## src/rtl/sram_arb.sv

```systemverilog
// Two-port round-robin arbiter for the single-port data SRAM.
// Tracks read ownership in a small FIFO so each response returns to its issuer.
// Optional feature macro: SRAM_ARB_LOCK_EN adds lock0_i/lock1_i grant locking.
module sram_arb #(
  parameter int unsigned Aw          = 11,
  parameter int unsigned Dw          = 32,
  parameter int unsigned Outstanding = 2,
  parameter int unsigned MaxLock     = 8
) (
  input  logic          clk_i,
  input  logic          rst_ni,
  input  logic          req0_i,
  input  logic          we0_i,
  input  logic [Aw-1:0] addr0_i,
  input  logic [Dw-1:0] wdata0_i,
  input  logic [Dw-1:0] wmask0_i,
  output logic          gnt0_o,
  output logic [Dw-1:0] rdata0_o,
  output logic          rvalid0_o,
  input  logic          req1_i,
  input  logic          we1_i,
  input  logic [Aw-1:0] addr1_i,
  input  logic [Dw-1:0] wdata1_i,
  input  logic [Dw-1:0] wmask1_i,
  output logic          gnt1_o,
  output logic [Dw-1:0] rdata1_o,
  output logic          rvalid1_o,
`ifdef SRAM_ARB_LOCK_EN
  input  logic          lock0_i,
  input  logic          lock1_i,
`endif
  output logic          ram_req_o,
  output logic          ram_we_o,
  output logic [Aw-1:0] ram_addr_o,
  output logic [Dw-1:0] ram_wdata_o,
  output logic [Dw-1:0] ram_wmask_o,
  input  logic [Dw-1:0] ram_rdata_i,
  input  logic          ram_rvalid_i,
  output logic          err_o
);

  localparam int unsigned CntW = $clog2(Outstanding + 1);

  logic [1:0]             req;
  logic                   sel;       // port chosen this cycle (valid when a grant occurs)
  logic                   any_gnt;
  logic                   full;
  logic                   lock_hit;  // active lock owner is requesting
  logic                   prio_q, prio_d;
  logic [CntW-1:0]        cnt_q, cnt_d;
  logic [Outstanding-1:0] own_q, own_d;  // owner IDs, entry 0 is the oldest read
  logic                   err_q, err_d;
  logic                   push, pop, stray;

  // Requests are ignored while reset is held.
  assign req  = {req1_i, req0_i} & {2{rst_ni}};
  assign full = (cnt_q == CntW'(Outstanding));

  // Pick the winner: lock owner first, then prio on contention, else the lone requester.
  always_comb begin : arbitrate
    sel = req[1];
    if (lock_hit) begin
      sel = lock_owner_sel();
    end else if (req == 2'b11) begin
      sel = prio_q;
    end
  end

  assign any_gnt = !full && (req != 2'b00);
  assign gnt0_o  = any_gnt & ~sel;
  assign gnt1_o  = any_gnt & sel;

  // RAM request mux; fields are zero when nothing is granted.
  always_comb begin : ram_mux
    ram_req_o   = any_gnt;
    ram_we_o    = 1'b0;
    ram_addr_o  = '0;
    ram_wdata_o = '0;
    ram_wmask_o = '0;
    if (any_gnt) begin
      ram_we_o    = sel ? we1_i    : we0_i;
      ram_addr_o  = sel ? addr1_i  : addr0_i;
      ram_wdata_o = sel ? wdata1_i : wdata0_i;
      ram_wmask_o = sel ? wmask1_i : wmask0_i;
    end
  end

  assign push  = any_gnt & ~ram_we_o;
  assign pop   = rst_ni & ram_rvalid_i & (cnt_q != '0);
  assign stray = ram_rvalid_i & (cnt_q == '0);

  assign rvalid0_o = pop & ~own_q[0];
  assign rvalid1_o = pop & own_q[0];
  assign rdata0_o  = ram_rdata_i;
  assign rdata1_o  = ram_rdata_i;
  assign err_o     = err_q;

  // Owner FIFO as a shift register: pop shifts toward the head, push lands at the tail.
  always_comb begin : fifo_next
    own_d = own_q;
    cnt_d = cnt_q;
    if (pop) begin
      own_d = own_q >> 1;
      cnt_d = cnt_d - CntW'(1);
    end
    if (push) begin
      for (int unsigned i = 0; i < Outstanding; i++) begin
        if (CntW'(i) == cnt_d) own_d[i] = sel;
      end
      cnt_d = cnt_d + CntW'(1);
    end
  end

  // Round-robin pointer and sticky error; a MaxLock release also lands prio on the other port.
  always_comb begin : misc_next
    prio_d = any_gnt ? ~sel : prio_q;
    err_d  = err_q | stray;
  end

  // Arbiter state register with synchronous reset.
  always_ff @(posedge clk_i) begin
    if (!rst_ni) begin
      prio_q <= 1'b0;
      cnt_q  <= '0;
      own_q  <= '0;
      err_q  <= 1'b0;
    end else begin
      prio_q <= prio_d;
      cnt_q  <= cnt_d;
      own_q  <= own_d;
      err_q  <= err_d;
    end
  end

`ifdef SRAM_ARB_LOCK_EN
  localparam int unsigned BeatW = $clog2(MaxLock + 1);

  logic [1:0]       lock_in;
  logic             lock_act_q, lock_act_d;
  logic             lock_owner_q, lock_owner_d;
  logic [BeatW-1:0] beat_q, beat_d;

  assign lock_in  = {lock1_i, lock0_i};
  assign lock_hit = lock_act_q & req[lock_owner_q];

  function automatic logic lock_owner_sel();
    return lock_owner_q;
  endfunction

  // Lock tracking: start/continue on a locked grant, drop on unlock, owner idle or beat limit.
  always_comb begin : lock_next
    lock_act_d   = lock_act_q;
    lock_owner_d = lock_owner_q;
    beat_d       = beat_q;
    if (lock_act_q && !req[lock_owner_q]) lock_act_d = 1'b0;
    if (any_gnt) begin
      if (lock_in[sel]) begin
        beat_d       = lock_hit ? beat_q + BeatW'(1) : BeatW'(1);
        lock_owner_d = sel;
        lock_act_d   = (beat_d != BeatW'(MaxLock));
      end else begin
        lock_act_d = 1'b0;
      end
    end
  end

  // Lock state register.
  always_ff @(posedge clk_i) begin
    if (!rst_ni) begin
      lock_act_q   <= 1'b0;
      lock_owner_q <= 1'b0;
      beat_q       <= '0;
    end else begin
      lock_act_q   <= lock_act_d;
      lock_owner_q <= lock_owner_d;
      beat_q       <= beat_d;
    end
  end
`else
  logic unused_max_lock;

  assign lock_hit        = 1'b0;
  assign unused_max_lock = ^32'(MaxLock);

  function automatic logic lock_owner_sel();
    return 1'b0;
  endfunction
`endif

endmodule

```

## config.mk

```make
export PLATFORM = sky130hd
export DESIGN_NAME = sram_arb
export DESIGN_NICKNAME = d
export VERILOG_FILES = /design/src/rtl/sram_arb.sv
export SDC_FILE = /design/constraint.sdc
export NUM_CORES = 1
export LEC_CHECK = 0
export BUFFER_PORTS_ARGS = -buffer_cell sky130_fd_sc_hd__clkbuf_2
export CAP_MARGIN = 20
export CORE_AREA = 2 2 131 133
export DETAILED_ROUTE_END_ITERATION = 16
export DIE_AREA = 0 0 133 135
export PLACE_DENSITY = 0.44
export SLEW_MARGIN = 10
export SYNTH_ARGS = -nofsm -noshare
export SYNTH_HDL_FRONTEND = slang
export SYNTH_SLANG_ARGS = --single-unit
```

## constraint.sdc

```tcl
create_clock -name clk_i -period 1.9 [get_ports clk_i]
set_input_delay 0.285 -clock clk_i [delete_from_list [all_inputs] [get_ports clk_i]]
set_output_delay 0.285 -clock clk_i [all_outputs]
set_load 0.01 [all_outputs]
```

==> out/qor_table.md, run 1 <==
| Metric | This run |
|---|---|
| Critical Path Start Type | flip-flop |
| Global placer's final weighted congestion | 0.761 |
| Hold Worst Slack | 365 ps |
| Worst-case clock buffer depth | 2 |
| Max Transition Viols Final | 0 |
| Class of the worst hold path | in -> reg |
| Largest net degree at the start of global routing | 37 |
| I/O pins | 335 |
| Worst Skew | 1.03 ps |
| Synthesized net count | 405 |
| Share of synthesized area occupied by flip-flops and latches | 6.98% |
| Area of the mapped netlist | 1720 um2 |
| Number of standard cells after synthesis | 213 |
| Area fraction in and, or, nand and nor cells after synthesis | 8.58% |
| Number of antenna violations at the first check in global routing | 0 |
| DP Wirelength | 6620 um |
| Residual overflow from global routing | 0 |
| DRT antenna net count | 0 |
| Number of global-route vias before repair | 2228 |
| Unrepaired setup endpoints after global routing | yes |
| Largest cells by area after synthesis | a22o_1 38%, buf_4 30%, dfxtp_1 7.0% |
| Share of layout cells above drive strength 1 | 71.1% |
| Final setup violation count | 65 |
| Dominant combinational cell family by area after synthesis | compound AO/OA/AOI/OAI gates |
| Die span in y | 135 um |
| Setup ws final | -116 ps |
| Maximum clock frequency | 0.496 GHz |
| Synth Register Bits | 6 |
| Maximum vdd ir drop | 0.419 mV |
| Peak fanout along the critical path | 5 |
| Diodes inserted | 0 |
| Final nets | 595 |
| Required @ worst endpoint | 1620 ps |
| Category of the most critical setup path | reg -> out |
| LEAKAGE | 1.79 nW |
| Yosys synthesis warning count | 0 |
| Capturing element type of the critical path | output pin |
| Mean post-synth cell area | 8.08 um2 |
| First-pass GRT wire length | 12500 um |
| Arrival time of the worst setup path | 1730 ps |
| Synthesis-to-layout area growth | 85.6% |
| Fill cells | 1831 |
| Post-CTS Hold Buffers | 0 |
| Number of placed instances, taps included | 599 |
| CORE AREA | 16400 um2 |
| Post-synthesis share of cell area spent on full adders, half adders and majority gates | 2.18% |
| Core occupancy in the finished layout | 19.5% |
| Global routing usage summed across all routing layers | 8.93% |
| Via count | 2330 |
| Final critical-path share of the clock period | 106% |
| Clock insertion delay at the later pin of the skew report | 220 ps |
| Row cnt | 47 |
| Final std cells w/o fill | 621 |
| H-tree depth | 1 |
| Total length of routed wires | 9420 um |
| Clock Pin Slew Worst Setup and Hold Paths | 30 ps |
| Remaining routing DRC violations | 0 |
| Inserted Clock Buffers | 3 |
| # port buffers | 238 |
| Synth Area in Compound Gates | 41.9% |
| Clock sinks | 6 |
| Max_cap viols | 0 |
| Detailed router's first-iteration violation count | 41 |
| Shortest period the worst path allows | 2020 ps |
| Die ar. | 18000 um2 |
| Drt first pass iters | 4 |
| Violations in the final reports | setup timing |
| Vias per cell | 3.75 |
| TritonCTS clock tree | built |
| Power density over the cells | 445 nW/um2 |
| Per-cell routed wire length | 15.2 um |
| Horizontal die dimension | 133 um |
| Slew of the pin with the lowest slew margin | 321 ps |
| Number of hold-slack violations in the final timing report | 0 |
| Cell accounting for the most synthesized area | a22o_1 |
| Unique masters post-synth | 30 |
| Area fraction of the dominant cell type after synthesis | 38.2% |
| CTS root buffer | clkbuf_16 |
| Status | finished with violations |
| Worst max-slew margin expressed relative to the limit | 78.5% |
| Fraction of synthesized cell area in xor and xnor cells | 0.509% |
| Mux cell area share after synthesis | 2.40% |
| Starting Density | 10.5% |
final timing paths:
check,end,startpoint,cells after the start,slack (ps)
worst max register to register,cnt_q[1],cnt_q[1],8,-110
worst max-delay path,ram_wmask_o[26],cnt_q[0],9,-120
worst min-delay path,err_o,ram_rvalid_i,3,360
worst min register to register,err_o,err_o,2,470
cell families after synthesis:
family	Yosys count
mux	4
compound gates	85
xor+xnor	1
buf+inv	89
fa+ha+maj	3
simple gates	25
flops	6
area by class of cell:
cell class              count  area (um2)  area share (%)
repair buffers            268        1700            53.2
flip-flops and latches      6         123            3.84
multi-input cells         118        1000            31.3
well taps                 220         275            8.61
clock buffers               3        75.1            2.35
inverters                   6        22.5           0.705
cells in the mapped netlist:
cell / count
o21ai_2: 1
xnor2_1: 1
dfxtp_1: 6
mux2_2: 1
nor3b_1: 1
buf_6: 6
nand2_1: 4
nand3_1: 2
inv_1: 6
o2111ai_1: 1
a21oi_1: 4
mux2i_1: 3
nor3_1: 1
nor2b_4: 1
nand3b_2: 1
nor2_1: 5
o21a_1: 1
buf_2: 9
and3_1: 3
o21ai_1: 1
a22o_1: 75
nand4_1: 2
or4_1: 1
buf_4: 68
and4_1: 1
ha_1: 3
nor2b_1: 1
nand2b_1: 2
a31oi_1: 1
o31ai_1: 1
power by group:
part           internal, W  leakage, nW  switching (W)
clock             0.000270       0.0370      0.0000654
combinational     0.000523         1.71       0.000416
sequential        0.000140       0.0500     0.00000838
total             0.000933         1.79       0.000489
sequential cells by signal, summed over array words and instances, names as in the netlist:
name and cells:
err_o 1, own_q 2, prio_q 1, cnt_q 2
placed cells by master, fill, tap and decap left out, types with 2 or more instances in the layout:
| master | synthesis | layout |
|---|---|---|
| clkbuf_2 | 0 | 168 |
| a22o_1 | 75 | 75 |
| buf_2 | 9 | 68 |
| buf_4 | 68 | 10 |
| buf_12 | 0 | 8 |
| clkbuf_16 | 0 | 6 |
| inv_1 | 6 | 5 |
| nor2_1 | 5 | 5 |
| buf_16 | 0 | 5 |
| buf_6 | 6 | 5 |
| nand2_1 | 4 | 4 |
| dfxtp_1 | 6 | 4 |
| a21oi_1 | 4 | 3 |
| and3_4 | 0 | 2 |
| nand2b_1 | 2 | 2 |
| nand4_1 | 2 | 2 |
| nand3_1 | 2 | 2 |
| mux2i_1 | 3 | 2 |
| dfxtp_2 | 0 | 2 |
through the flow:
step / setup WS [ps] / power (W) / area, um2 / TNS [ps]
global route: -189 / 0.00152 / 3200 / -11140
global placement: -33.6 / 0.000920 / 2710 / -33.6
finish: -116 / 0.00142 / 3200 / -5040
CTS: -135 / 0.00140 / 3070 / -6840
detailed placement: -59.6 / 0.000918 / 2710 / -59.6
floorplan: 4.93 / 0.000677 / 1730 / 0
what timing repair did:
action / CTS / global route
pin swaps: 11 / 22
buffers inserted: 7 / 3
endpoints found under the setup margin: 76 / 77
gates cloned: 6 / 4
endpoints found under the hold margin: 0 / 0
gates resized for setup: 15 / 77
critical path, cell delays in order (launching register included):
cell and delay [ps]:
dfxtp_2 320, inv_2 50, ha_4 150, nor2b_4 110, and3_4 220, buf_12 110, buf_12 120, clkbuf_16 150
a22o_1 120, buf_2 130
per-layer routing:
| metal | wire length, um | vias up | GRT usage (%) |
|---|---|---|---|
| met5 | 0 | - | 0 |
| met4 | 225 | 0 | 2.39 |
| met3 | 899 | 26 | 2.44 |
| met2 | 4630 | 169 | 16.6 |
| met1 | 3660 | 1013 | 10.0 |
| li1 | - | 1122 | - |
Power figures use the tool's default switching activity.
==> run 2, diff against run 1 <==
- BUFFER_PORTS_ARGS: -buffer_cell sky130_fd_sc_hd__clkbuf_2 -> not set
- CORE_AREA: 2 2 131 133 -> 2 2 130 132
- DIE_AREA: 0 0 133 135 -> 0 0 132 134
- DONT_BUFFER_PORTS: not set -> 1
- PLACE_DENSITY: 0.44 -> 0.3
- clock period: 1.9 -> 1.82 ns (I/O delays scaled with it)
==> run 2 against run 1 <==
Effect of this change:
- the flow still finishes with violations (setup timing)
- critical endpoint is now ram_addr_o[10]
- first-iteration DRC count up 29%
- global-route usage up 0.69 points
- clock power up 7.8%
- clock skew down 0.68 ps
- largest cell class is now multi-input combinational cells
- routed wire length up 16%
- setup slack worse by 7.6 ps
- total power up 5.3%
==> out/qor_table.md, run 2 (synthesized netlist as in run 1, its figures left out) <==
| Metric | This run | Delta |
|---|---|---|
| Worst slack, placed | -27.5 ps | +32.1 ps |
| Residual overflow from global routing | 0 | unchanged |
| Internal power component | 0.000978 W | +4.8% |
| Required @ worst endpoint | 1550 ps | -70 ps |
| Global routing usage summed across all routing layers | 9.62% | +0.69 points |
| Shortest period the worst path allows | 1940 ps |  |
| Max Transition Viols Final | 0 | unchanged |
| Drt first pass iters | 4 | unchanged |
| Core occupancy in the finished layout | 17.9% | -1.6 points |
| Horizontal die dimension | 132 um | -0.75% |
| Final critical-path share of the clock period | 107% |  |
| Number of hold-slack violations in the final timing report | 0 | unchanged |
| Per-cell routed wire length | 28.0 um | +85% |
| Max_cap viols | 0 | unchanged |
| Status | finished with violations |  |
| Capturing element type of the critical path | output pin |  |
| DRT antenna net count | 0 | unchanged |
| CTS root buffer | clkbuf_16 |  |
| Post-CTS Hold Buffers | 0 | unchanged |
| Largest net degree at the start of global routing | 31 | -16% |
| Power density over the cells | 514 nW/um2 | +16% |
| Clock Pin Slew Worst Setup and Hold Paths | 30 ps | about the same |
| Origin of the worst setup path | cnt_q[0] |  |
| Detailed router's first-iteration violation count | 53 | +29% |
| Final setup violation count | 76 | +17% |
| Maximum clock frequency | 0.515 GHz |  |
| Number of global-route vias before repair | 1569 | -30% |
| Unrepaired setup endpoints after global routing | yes |  |
| Category of the most critical setup path | reg -> out |  |
| Vias per cell | 4.14 | +10% |
| # port buffers | 0 | -100% |
| Clock insertion delay at the later pin of the skew report | 230 ps | about the same |
| Largest registers | cnt_q x2, own_q x2 |  |
| DP Wirelength | 6580 um | -0.72% |
| Arrival time of the worst setup path | 1670 ps | -60 ps |
| Via count | 1620 | -30% |
| Class of the worst hold path | in -> reg |  |
| Critical Path Start Type | flip-flop |  |
| H-tree depth | 1 | unchanged |
| TritonCTS clock tree | built |  |
| Final std cells w/o fill | 391 | -37% |
| CORE AREA | 16300 um2 | -0.72% |
| Clk network pwr share | 24.1% | +0.5 points |
| Total length of routed wires | 11000 um | +16% |
| Row cnt | 47 | unchanged |
| Worst Skew | 0.353 ps | -0.681 ps |
| Number of antenna violations at the first check in global routing | 0 | unchanged |
| Starting Density | 10.6% | +0.076 points |
| Net load switching power | 0.000519 W | +6.1% |
| Clock sinks | 6 | unchanged |
| Met3 track utilization from global routing | 3.17% | +0.73 points |
| First-pass GRT wire length | 12200 um | -2.0% |
| Inserted Clock Buffers | 3 | unchanged |
| Diodes inserted | 0 | unchanged |
| LEAKAGE | 1.25 nW | -30% |
| Setup ws final | -124 ps | -7.58 ps |
| Commonest non-fill, non-tap cell in the layout | a22o_4 |  |
| Power share of the sequential group | 10.6% | +0.2 points |
| Worst max-slew margin expressed relative to the limit | 78.0% | -0.43 points |
| Reg2Reg Launch Point | cnt_q[1] |  |
| Slew of the pin with the lowest slew margin | 327 ps | +6.41 ps |
| Final nets | 365 | -39% |
| Fill cells | 1808 | -1.3% |
| Synthesis-to-layout area growth | 69.2% |  |
| Share of layout cells above drive strength 1 | 74.9% | +3.8 points |
| Hold path startpoint | ram_rvalid_i |  |
| Peak fanout along the critical path | 8 | +3 |
| Violations in the final reports | setup timing |  |
| Die span in y | 134 um | -0.74% |
| Switch share | 34.7% | +0.27 points |
| Number of placed instances, taps included | 362 | -40% |
| Worst-case clock buffer depth | 2 | unchanged |
| Maximum vdd ir drop | 0.431 mV | +2.9% |
| Commonest cells after routing, fill and taps aside | 74 x a22o_4, 13 x buf_16, 11 x clkbuf_16 |  |
| Remaining routing DRC violations | 0 | unchanged |
| Layer carrying the most global-route usage | met2 |  |
| Die ar. | 17700 um2 | -1.5% |
| Met2 usage in global routing | 15.9% | -0.72 points |
| Met1 GRT Util | 12.0% | +2.0 points |
| Power share of the combinational group | 65.3% | -0.7 points |
| I/O pins | 335 | unchanged |
| Global placer's final weighted congestion | 0.756 | -0.58% |
==> run 2: path summary, 6_finish.rpt <==
path / to / slack [ps] / depth (start not counted)
max reg2reg: cnt_q[1] / -30 / 8
min reg2reg: own_q[1] / 490 / 2
min: err_o / 190 / 2
max: ram_addr_o[10] / -120 / 7
==> run 2: critical path, stage by stage (launching register included) <==
cell and delay [ps]:
dfxtp_2 340, inv_4 50, ha_4 160, nor2b_4 120, and3_4 260, buf_12 170
buf_16 160, a22o_4 170
==> run 2: through the flow <==
step | power [W] | setup TNS (ps) | hold slack, ps | instance area [um2]
floorplan | 0.000714 | 0 | 414 | 1740
global placement | 0.000673 | -1.93 | 427 | 1550
detailed placement | 0.000678 | -41.7 | 427 | 1550
CTS | 0.00138 | -6950 | 191 | 2530
global route | 0.00157 | -12120 | 201 | 2910
finish | 0.00150 | -6440 | 192 | 2910
==> run 2: final cells by class <==
cell class	count	area, um2	share of cell area (%)
multi-input cells	118	1650	56.7
repair buffers	38	763	26.2
well taps	220	275	9.45
flip-flops and latches	6	123	4.21
clock buffers	3	75.1	2.58
inverters	6	25.0	0.859
==> run 2: power by group through the flow <==
stage	clock network, W	registers (W)	logic (W)
finish	0.000361	0.000159	0.000977
global placement	0	0.000157	0.000515
CTS	0.000367	0.000158	0.000851
floorplan	0	0.000156	0.000557
detailed placement	0	0.000158	0.000520
global route	0.000372	0.000161	0.00103
==> run 2: routing by layer <==
layer / wire, um / up-vias
met5: 0 / -
met4: 219 / 0
met3: 898 / 24
met2: 5140 / 143
met1: 4690 / 786
li1: - / 667
==> run 2: repair_timing <==
action | 4_1_cts | 5_1_grt
setup buffers | 7 | 0
endpoints found under the setup margin | 76 | 76
gates resized for setup | 77 | 23
gates cloned | 9 | 10
pin swaps | 33 | 36
